===== src/rtl/pll_ctrl_pkg.sv =====
// Shared types and constants for the PLL delay-sweep controller: FSM state
// encoding, FDA field positions and helpers for counter sizing / code packing.
package pll_ctrl_pkg;

  typedef enum logic [2:0] {
    ST_RST_HOLD,
    ST_WAIT_LOCK,
    ST_LOCK_SETTLE,
    ST_IDLE,
    ST_STEP_SETTLE,
    ST_MEAS,
    ST_ERROR
  } state_e;

  localparam int unsigned FDA_REL_MSB = 7;
  localparam int unsigned FDA_REL_LSB = 4;
  localparam int unsigned FDA_FB_MSB  = 3;
  localparam int unsigned FDA_FB_LSB  = 0;

  // Width needed for a down-counter loaded with max_val - 1.
  function automatic int cnt_width(input int unsigned max_val);
    return (max_val < 2) ? 1 : $clog2(max_val);
  endfunction

  // Place the swept code in the selected FDA field; the other field stays 0.
  function automatic logic [7:0] fda_pack(input logic sel, input logic [3:0] code);
    logic [7:0] fda;
    fda = 8'h00;
    if (sel) fda[FDA_FB_MSB:FDA_FB_LSB] = code;
    else     fda[FDA_REL_MSB:FDA_REL_LSB] = code;
    return fda;
  endfunction

endpackage


===== src/rtl/pll_delay_sweep_ctrl_sync2.sv =====
// Two-flop synchroniser for a single asynchronous level; resets to 0 so a
// stale lock indication can never leak out of reset.
module sync2 (
  input  logic clock,
  input  logic reset_n,
  input  logic d,
  output logic q
);

  logic meta_q;
  logic sync_q;

  // NOTE: non-blocking assignments make both flops sample on the same edge,
  // giving a true two-stage pipeline rather than a single flop.
  always_ff @(posedge clock or negedge reset_n) begin
    if (!reset_n) begin
      meta_q <= 1'b0;
      sync_q <= 1'b0;
    end else begin
      meta_q <= d;
      sync_q <= meta_q;
    end
  end

  assign q = sync_q;

endmodule


===== src/rtl/pll_delay_sweep_ctrl.sv =====
// PLL bring-up, lock qualification and FDA delay-code sweep controller; hands
// each settled code to the TDC capture logic over a meas_req/meas_ack handshake.
module pll_delay_sweep_ctrl
  import pll_ctrl_pkg::*;
#(
  parameter int unsigned RESET_CYCLES  = 16,
  parameter int unsigned LOCK_TIMEOUT  = 65535,
  parameter int unsigned SETTLE_CYCLES = 256
) (
  input  logic       clock,
  input  logic       reset_n,
  input  logic       pll_lock,
  output logic       pll_resetb,
  output logic [7:0] pll_dynamicdelay,
  input  logic       sweep_start,
  input  logic       sweep_sel,
  input  logic [3:0] sweep_first,
  input  logic [3:0] sweep_last,
  output logic       meas_req,
  output logic [3:0] meas_code,
  input  logic       meas_ack,
  output logic       locked,
  output logic       busy,
  output logic       done,
  output logic       error
);

  localparam int unsigned CNT_MAX_RS = (RESET_CYCLES > SETTLE_CYCLES) ? RESET_CYCLES : SETTLE_CYCLES;
  localparam int unsigned CNT_MAX    = (LOCK_TIMEOUT > CNT_MAX_RS) ? LOCK_TIMEOUT : CNT_MAX_RS;
  localparam int          CNT_W      = cnt_width(CNT_MAX);

  localparam logic [CNT_W-1:0] RESET_LOAD   = CNT_W'(RESET_CYCLES - 1);
  localparam logic [CNT_W-1:0] TIMEOUT_LOAD = CNT_W'(LOCK_TIMEOUT - 1);
  localparam logic [CNT_W-1:0] SETTLE_LOAD  = CNT_W'(SETTLE_CYCLES - 1);

  logic lock_s;

  state_e           state_q, state_d;
  logic [CNT_W-1:0] cnt_q, cnt_d;
  logic [3:0]       code_q, code_d;
  logic [3:0]       last_q, last_d;
  logic             sel_q, sel_d;
  logic             up_q, up_d;
  logic             resetb_q, resetb_d;
  logic [7:0]       fda_q, fda_d;
  logic             meas_req_q, meas_req_d;
  logic             locked_q, locked_d;
  logic             busy_q, busy_d;
  logic             done_q, done_d;
  logic             error_q, error_d;

  sync2 u_lock_sync (
    .clock   (clock),
    .reset_n (reset_n),
    .d       (pll_lock),
    .q       (lock_s)
  );

  // NOTE: every variable gets a default before the case so no path leaves it
  // unassigned, which would otherwise infer a latch.
  always_comb begin
    state_d = state_q;
    cnt_d   = cnt_q;
    code_d  = code_q;
    last_d  = last_q;
    sel_d   = sel_q;
    up_d    = up_q;
    error_d = error_q;
    done_d  = 1'b0;

    case (state_q)
      ST_RST_HOLD: begin
        if (cnt_q == '0) begin
          state_d = ST_WAIT_LOCK;
          cnt_d   = TIMEOUT_LOAD;
        end else begin
          cnt_d = cnt_q - 1'b1;
        end
      end
      ST_WAIT_LOCK: begin
        if (lock_s) begin
          state_d = ST_LOCK_SETTLE;
          cnt_d   = SETTLE_LOAD;
        end else if (cnt_q == '0) begin
          state_d = ST_ERROR;
          error_d = 1'b1;
        end else begin
          cnt_d = cnt_q - 1'b1;
        end
      end
      ST_LOCK_SETTLE, ST_STEP_SETTLE: begin
        if (cnt_q == '0) state_d = (state_q == ST_LOCK_SETTLE) ? ST_IDLE : ST_MEAS;
        else             cnt_d   = cnt_q - 1'b1;
      end
      ST_IDLE: begin
        if (sweep_start) begin
          state_d = ST_STEP_SETTLE;
          cnt_d   = SETTLE_LOAD;
          code_d  = sweep_first;
          last_d  = sweep_last;
          sel_d   = sweep_sel;
          up_d    = (sweep_first < sweep_last);
          error_d = 1'b0;
        end
      end
      ST_MEAS: begin
        if (meas_ack) begin
          if (code_q == last_q) begin
            state_d = ST_IDLE;
            done_d  = 1'b1;
          end else begin
            state_d = ST_STEP_SETTLE;
            cnt_d   = SETTLE_LOAD;
            code_d  = up_q ? code_q + 4'd1 : code_q - 4'd1;
          end
        end
      end
      ST_ERROR: begin
        if (sweep_start) begin
          state_d = ST_RST_HOLD;
          cnt_d   = RESET_LOAD;
          error_d = 1'b0;
        end
      end
      default: begin
        state_d = ST_RST_HOLD;
        cnt_d   = RESET_LOAD;
      end
    endcase

    // Lock loss overrides any step or done decided above and forces a relock.
    if (!lock_s && (state_q inside {ST_LOCK_SETTLE, ST_IDLE, ST_STEP_SETTLE, ST_MEAS})) begin
      state_d = ST_RST_HOLD;
      cnt_d   = RESET_LOAD;
      code_d  = 4'd0;
      sel_d   = 1'b0;
      error_d = 1'b1;
      done_d  = 1'b0;
    end

    resetb_d   = !(state_d inside {ST_RST_HOLD, ST_ERROR});
    locked_d   = (state_d inside {ST_IDLE, ST_STEP_SETTLE, ST_MEAS});
    busy_d     = (state_d inside {ST_STEP_SETTLE, ST_MEAS});
    meas_req_d = (state_d == ST_MEAS);
    fda_d      = fda_pack(sel_d, code_d);
  end

  always_ff @(posedge clock or negedge reset_n) begin
    if (!reset_n) begin
      state_q    <= ST_RST_HOLD;
      cnt_q      <= RESET_LOAD;
      code_q     <= 4'd0;
      last_q     <= 4'd0;
      sel_q      <= 1'b0;
      up_q       <= 1'b0;
      resetb_q   <= 1'b0;
      fda_q      <= 8'h00;
      meas_req_q <= 1'b0;
      locked_q   <= 1'b0;
      busy_q     <= 1'b0;
      done_q     <= 1'b0;
      error_q    <= 1'b0;
    end else begin
      state_q    <= state_d;
      cnt_q      <= cnt_d;
      code_q     <= code_d;
      last_q     <= last_d;
      sel_q      <= sel_d;
      up_q       <= up_d;
      resetb_q   <= resetb_d;
      fda_q      <= fda_d;
      meas_req_q <= meas_req_d;
      locked_q   <= locked_d;
      busy_q     <= busy_d;
      done_q     <= done_d;
      error_q    <= error_d;
    end
  end

  assign pll_resetb       = resetb_q;
  assign pll_dynamicdelay = fda_q;
  assign meas_req         = meas_req_q;
  assign meas_code        = code_q;
  assign locked           = locked_q;
  assign busy             = busy_q;
  assign done             = done_q;
  assign error            = error_q;

endmodule


===== config.mk =====
export PLATFORM = sky130hd
export DESIGN_NAME = pll_delay_sweep_ctrl
export DESIGN_NICKNAME = d
export VERILOG_FILES = /design/src/rtl/pll_ctrl_pkg.sv /design/src/rtl/pll_delay_sweep_ctrl_sync2.sv /design/src/rtl/pll_delay_sweep_ctrl.sv
export SDC_FILE = /design/constraint.sdc
export NUM_CORES = 1
export LEC_CHECK = 0
export ABC_AREA = 1
export CAP_MARGIN = 25
export CORE_UTILIZATION = 31
export DETAILED_ROUTE_END_ITERATION = 10
export SLEW_MARGIN = 20
export SYNTH_ARGS = -nofsm -noshare
export SYNTH_HDL_FRONTEND = slang
export SYNTH_SLANG_ARGS = --single-unit

===== constraint.sdc =====
create_clock -name clock -period 3 [get_ports clock]
set_clock_uncertainty 0.2 [all_clocks]
set_input_delay 0.75 -clock clock [delete_from_list [all_inputs] [get_ports clock]]
set_output_delay 0.75 -clock clock [all_outputs]
set_load 0.02 [all_outputs]

==> summary.txt <==
Worst setup path
  – Top Family by Delay on Critical Path: buffers and inverters
  – R2r startpoint: cnt_q[0]
  – Worst Path Required: 2050 ps
  – CP max FO: 7
  – Type of origin of the critical path: register
  – Critical-path top delay cell: clkdlybuf4s50_1
  – Critical path type: reg2out
  – Crit. End Element: output port
  – CP startpoint: meas_code[3]
  – CP arrival: 1480 ps
  – Crit path buf inv count: 1
  – CP cell instances: clkdlybuf4s50_1
  – Largest stage delay, worst path: 660 ps

Pwr
  – Power Dens Cells: 337 nW/um2
  – Leakage: 1.70 nW
  – VDD IR max: 0.000155 V

Routing
  – Antenna-violating nets left: 0
  – Metal2 WL: 3360 um
  – Met1 wire length: 3310 um
  – Vias: 2,543
  – Post-DR wirelength/cell: 13.1 um
  – Met3 WL post-DR: 289 um
  – Initial DRC Count: 96
  – Max Used Layer: met4
  – # DRC: 0
  – DR vias/cell: 4.74
  – Drt total wl: 7000 um
  – First-pass detailed-route iteration total: 4

Floorplanning
  – CORE AREA: 8810 um2
  – FP Rows: 34
  – Die width: 98.0 um
  – Die Area: 9610 um2
  – Die extent in y: 98.0 um
  – I/O pins: 32
  – Initial core utilization: 32.5%

Final layout
  – Fin cells: 536
  – Most frequent cells in the layout: 106 x nand2_1, 56 x inv_1, 41 x dfrtp_1
  – Most common cell after layout, fill and taps aside: nand2_1
  – Fin area: 3400 um2
  – Nets: 450
  – # diodes: 0
  – Register Area: 1130 um2
  – Area growth, synth to finish: 19.1%
  – Multi-input logic area: 1460 um2
  – Layout fillers: 930
  – Share of layout cells above drive strength 1: 10.3%

Clock network
  – CTS tree: built
  – # H-tree levels: 2
  – Number of CTS-inserted buffers: 5
  – Clock latency at the later pin of the worst-skew pair: 300 ps
  – Hold buffer count at CTS: 0
  – Sink Count: 45
  – Worst-path clk slew: 90 ps
  – Max Buffers Root-to-Sink: 2
  – Root buffer cell: clkbuf_8
  – # Post-CTS Setup Buffers: 0
  – # resized after CTS: 0

Place
  – Post-DP Area: 3290 um2
  – Placer Congestion: 0.868
  – DP Cell Count: 528
  – Port bufs: 31
  – HPWL after DPL: 5470 um

Status
  – Outcome: finished, final reports clean

Timing
  – Min Clock Period, post-route: 2430 ps
  – Setup TNS: 0 ps
  – Fmax: 411 MHz
  – RSZ-0062 raised after global routing: no
  – Final-report hold violation count: 0
  – Slew @ Worst Pin: 448 ps
  – Slew headroom: 69.9%
  – Slew Limit Fails: 0
  – Final Setup Violations: 0
  – Final critical-path share of the clock period: 81.1%

Logic synthesis
  – Mean Syn Cell Area: 7.33 um2
  – Post-Syn Area: 2860 um2
  – Post-Synth Adder-Cell Area: 4.20%
  – Synth Warn #: 0
  – Largest family of logic cells by synthesized area: simple AND/OR/NAND/NOR gates
  – Yosys reg bits: 45
  – Gate count after technology mapping: 390
  – Synth top area cells: dfrtp_1 36%, nand2_1 14%, inv_1 7.4%
  – Top cell type's share of synthesized area: 35.9%
  – Synth Area in Simple Gates: 31.9%
  – Area leader, netlist: dfrtp_1
  – FFs w/ async S/R, synth: 100%
  – Post-Syn Nets: 413
  – Mux cell area share after synthesis: 0%
  – Top_reg_cell synth: dfrtp_1
  – EDFF count, synth: 0
  – Library cells used by synthesis: 40
  – Post-Synth XOR/XNOR Area: 3.06%
  – Register area share after synthesis: 39.6%
  – Compound-Gate Fraction of Synth Area: 11.9%

Global routing
  – Tot GR Track Use: 15.4%
  – Global-route wire length before repair: 12,000 um
  – Largest net degree at the start of global routing: 20
  – GRT overflow: 0
  – Vias in the first global route: 2,573
  – Initial antenna violation count: 0

Flow run
  – Number of max-cap violations: 0

Worst hold path
  – Worst hold path type: in2async
==> cell usage after synthesis, types with 2 or more instances <==
cell type,instances
nor2_1,39
nand3_1,24
dfrtp_1,41
nand4_1,3
inv_2,8
nor2_2,5
ha_1,8
o21ai_0,20
inv_1,56
xnor2_1,3
a31oi_1,4
nand2_1,106
o21ai_1,6
nor2_4,4
a21oi_1,13
o22ai_1,6
xor2_1,7
nand2_2,4
nor3_1,4
a21boi_0,2
o211ai_1,3
buf_2,2
nand3b_1,2
dfstp_2,4
==> cell families after synthesis <==
group / after synthesis
buffers and inverters: 68
xor gates and xnor gates: 10
DFF: 45
adders and majority gates: 9
AOI/OAI and AO/OA: 59
and+or+nand+nor: 199
==> power breakdown <==
part,switching (W),leakage (nW),internal [W]
Sequential,0.00000460,0.543,0.000612
Clock,0.000216,0.0554,0.000250
Combinational,0.0000359,1.10,0.0000286
==> stage by stage <==
stage,hold slack [ps],util [%],worst slack [ps],power (W)
2_1_floorplan,131,-,1060,0.000653
3_3_place_gp,135,37.4,490,0.000693
3_5_place_dp,147,37.4,477,0.000695
4_1_cts,83.9,38.7,542,0.00117
5_1_grt,86.3,38.7,506,0.00120
6_report,81.7,38.7,568,0.00115
==> cell type report <==
type / instances / share of cell area (%)
repair buffers: 33 / 9.41
inverters: 65 / 7.24
flip-flops and latches: 45 / 33.2
clock buffers: 6 / 2.13
clock inverters: 2 / 1.14
multi-input cells: 277 / 42.9
well taps: 108 / 3.97
==> per-layer routing <==
| layer | vias up | track usage (%) |
|---|---|---|
| met5 | - | 0 |
| met4 | 0 | 2.45 |
| met3 | 4 | 3.79 |
| met2 | 39 | 26.6 |
| met1 | 1185 | 19.6 |
| li1 | 1315 | - |
==> worst paths after layout <==
kind	endpoint	slack (ps)	cells after the start
worst max-delay path	meas_code[3]	570	1
max in group asynchronous	cnt_q[0]	1940	2
worst min register to register	u_lock_sync.q	160	0
worst min-delay path	cnt_q[12]	80	1
min in group clock	u_lock_sync.q	160	0
worst max register to register	cnt_q[0]	710	10
==> state kept, by name (all words and copies together), names as in the netlist, 3 cells and up <==
signal,flops
cnt_q,16
last_q,4
meas_code,4
pll_dynamicdelay,8
state_q,3
Power figures use the tool's default switching activity.
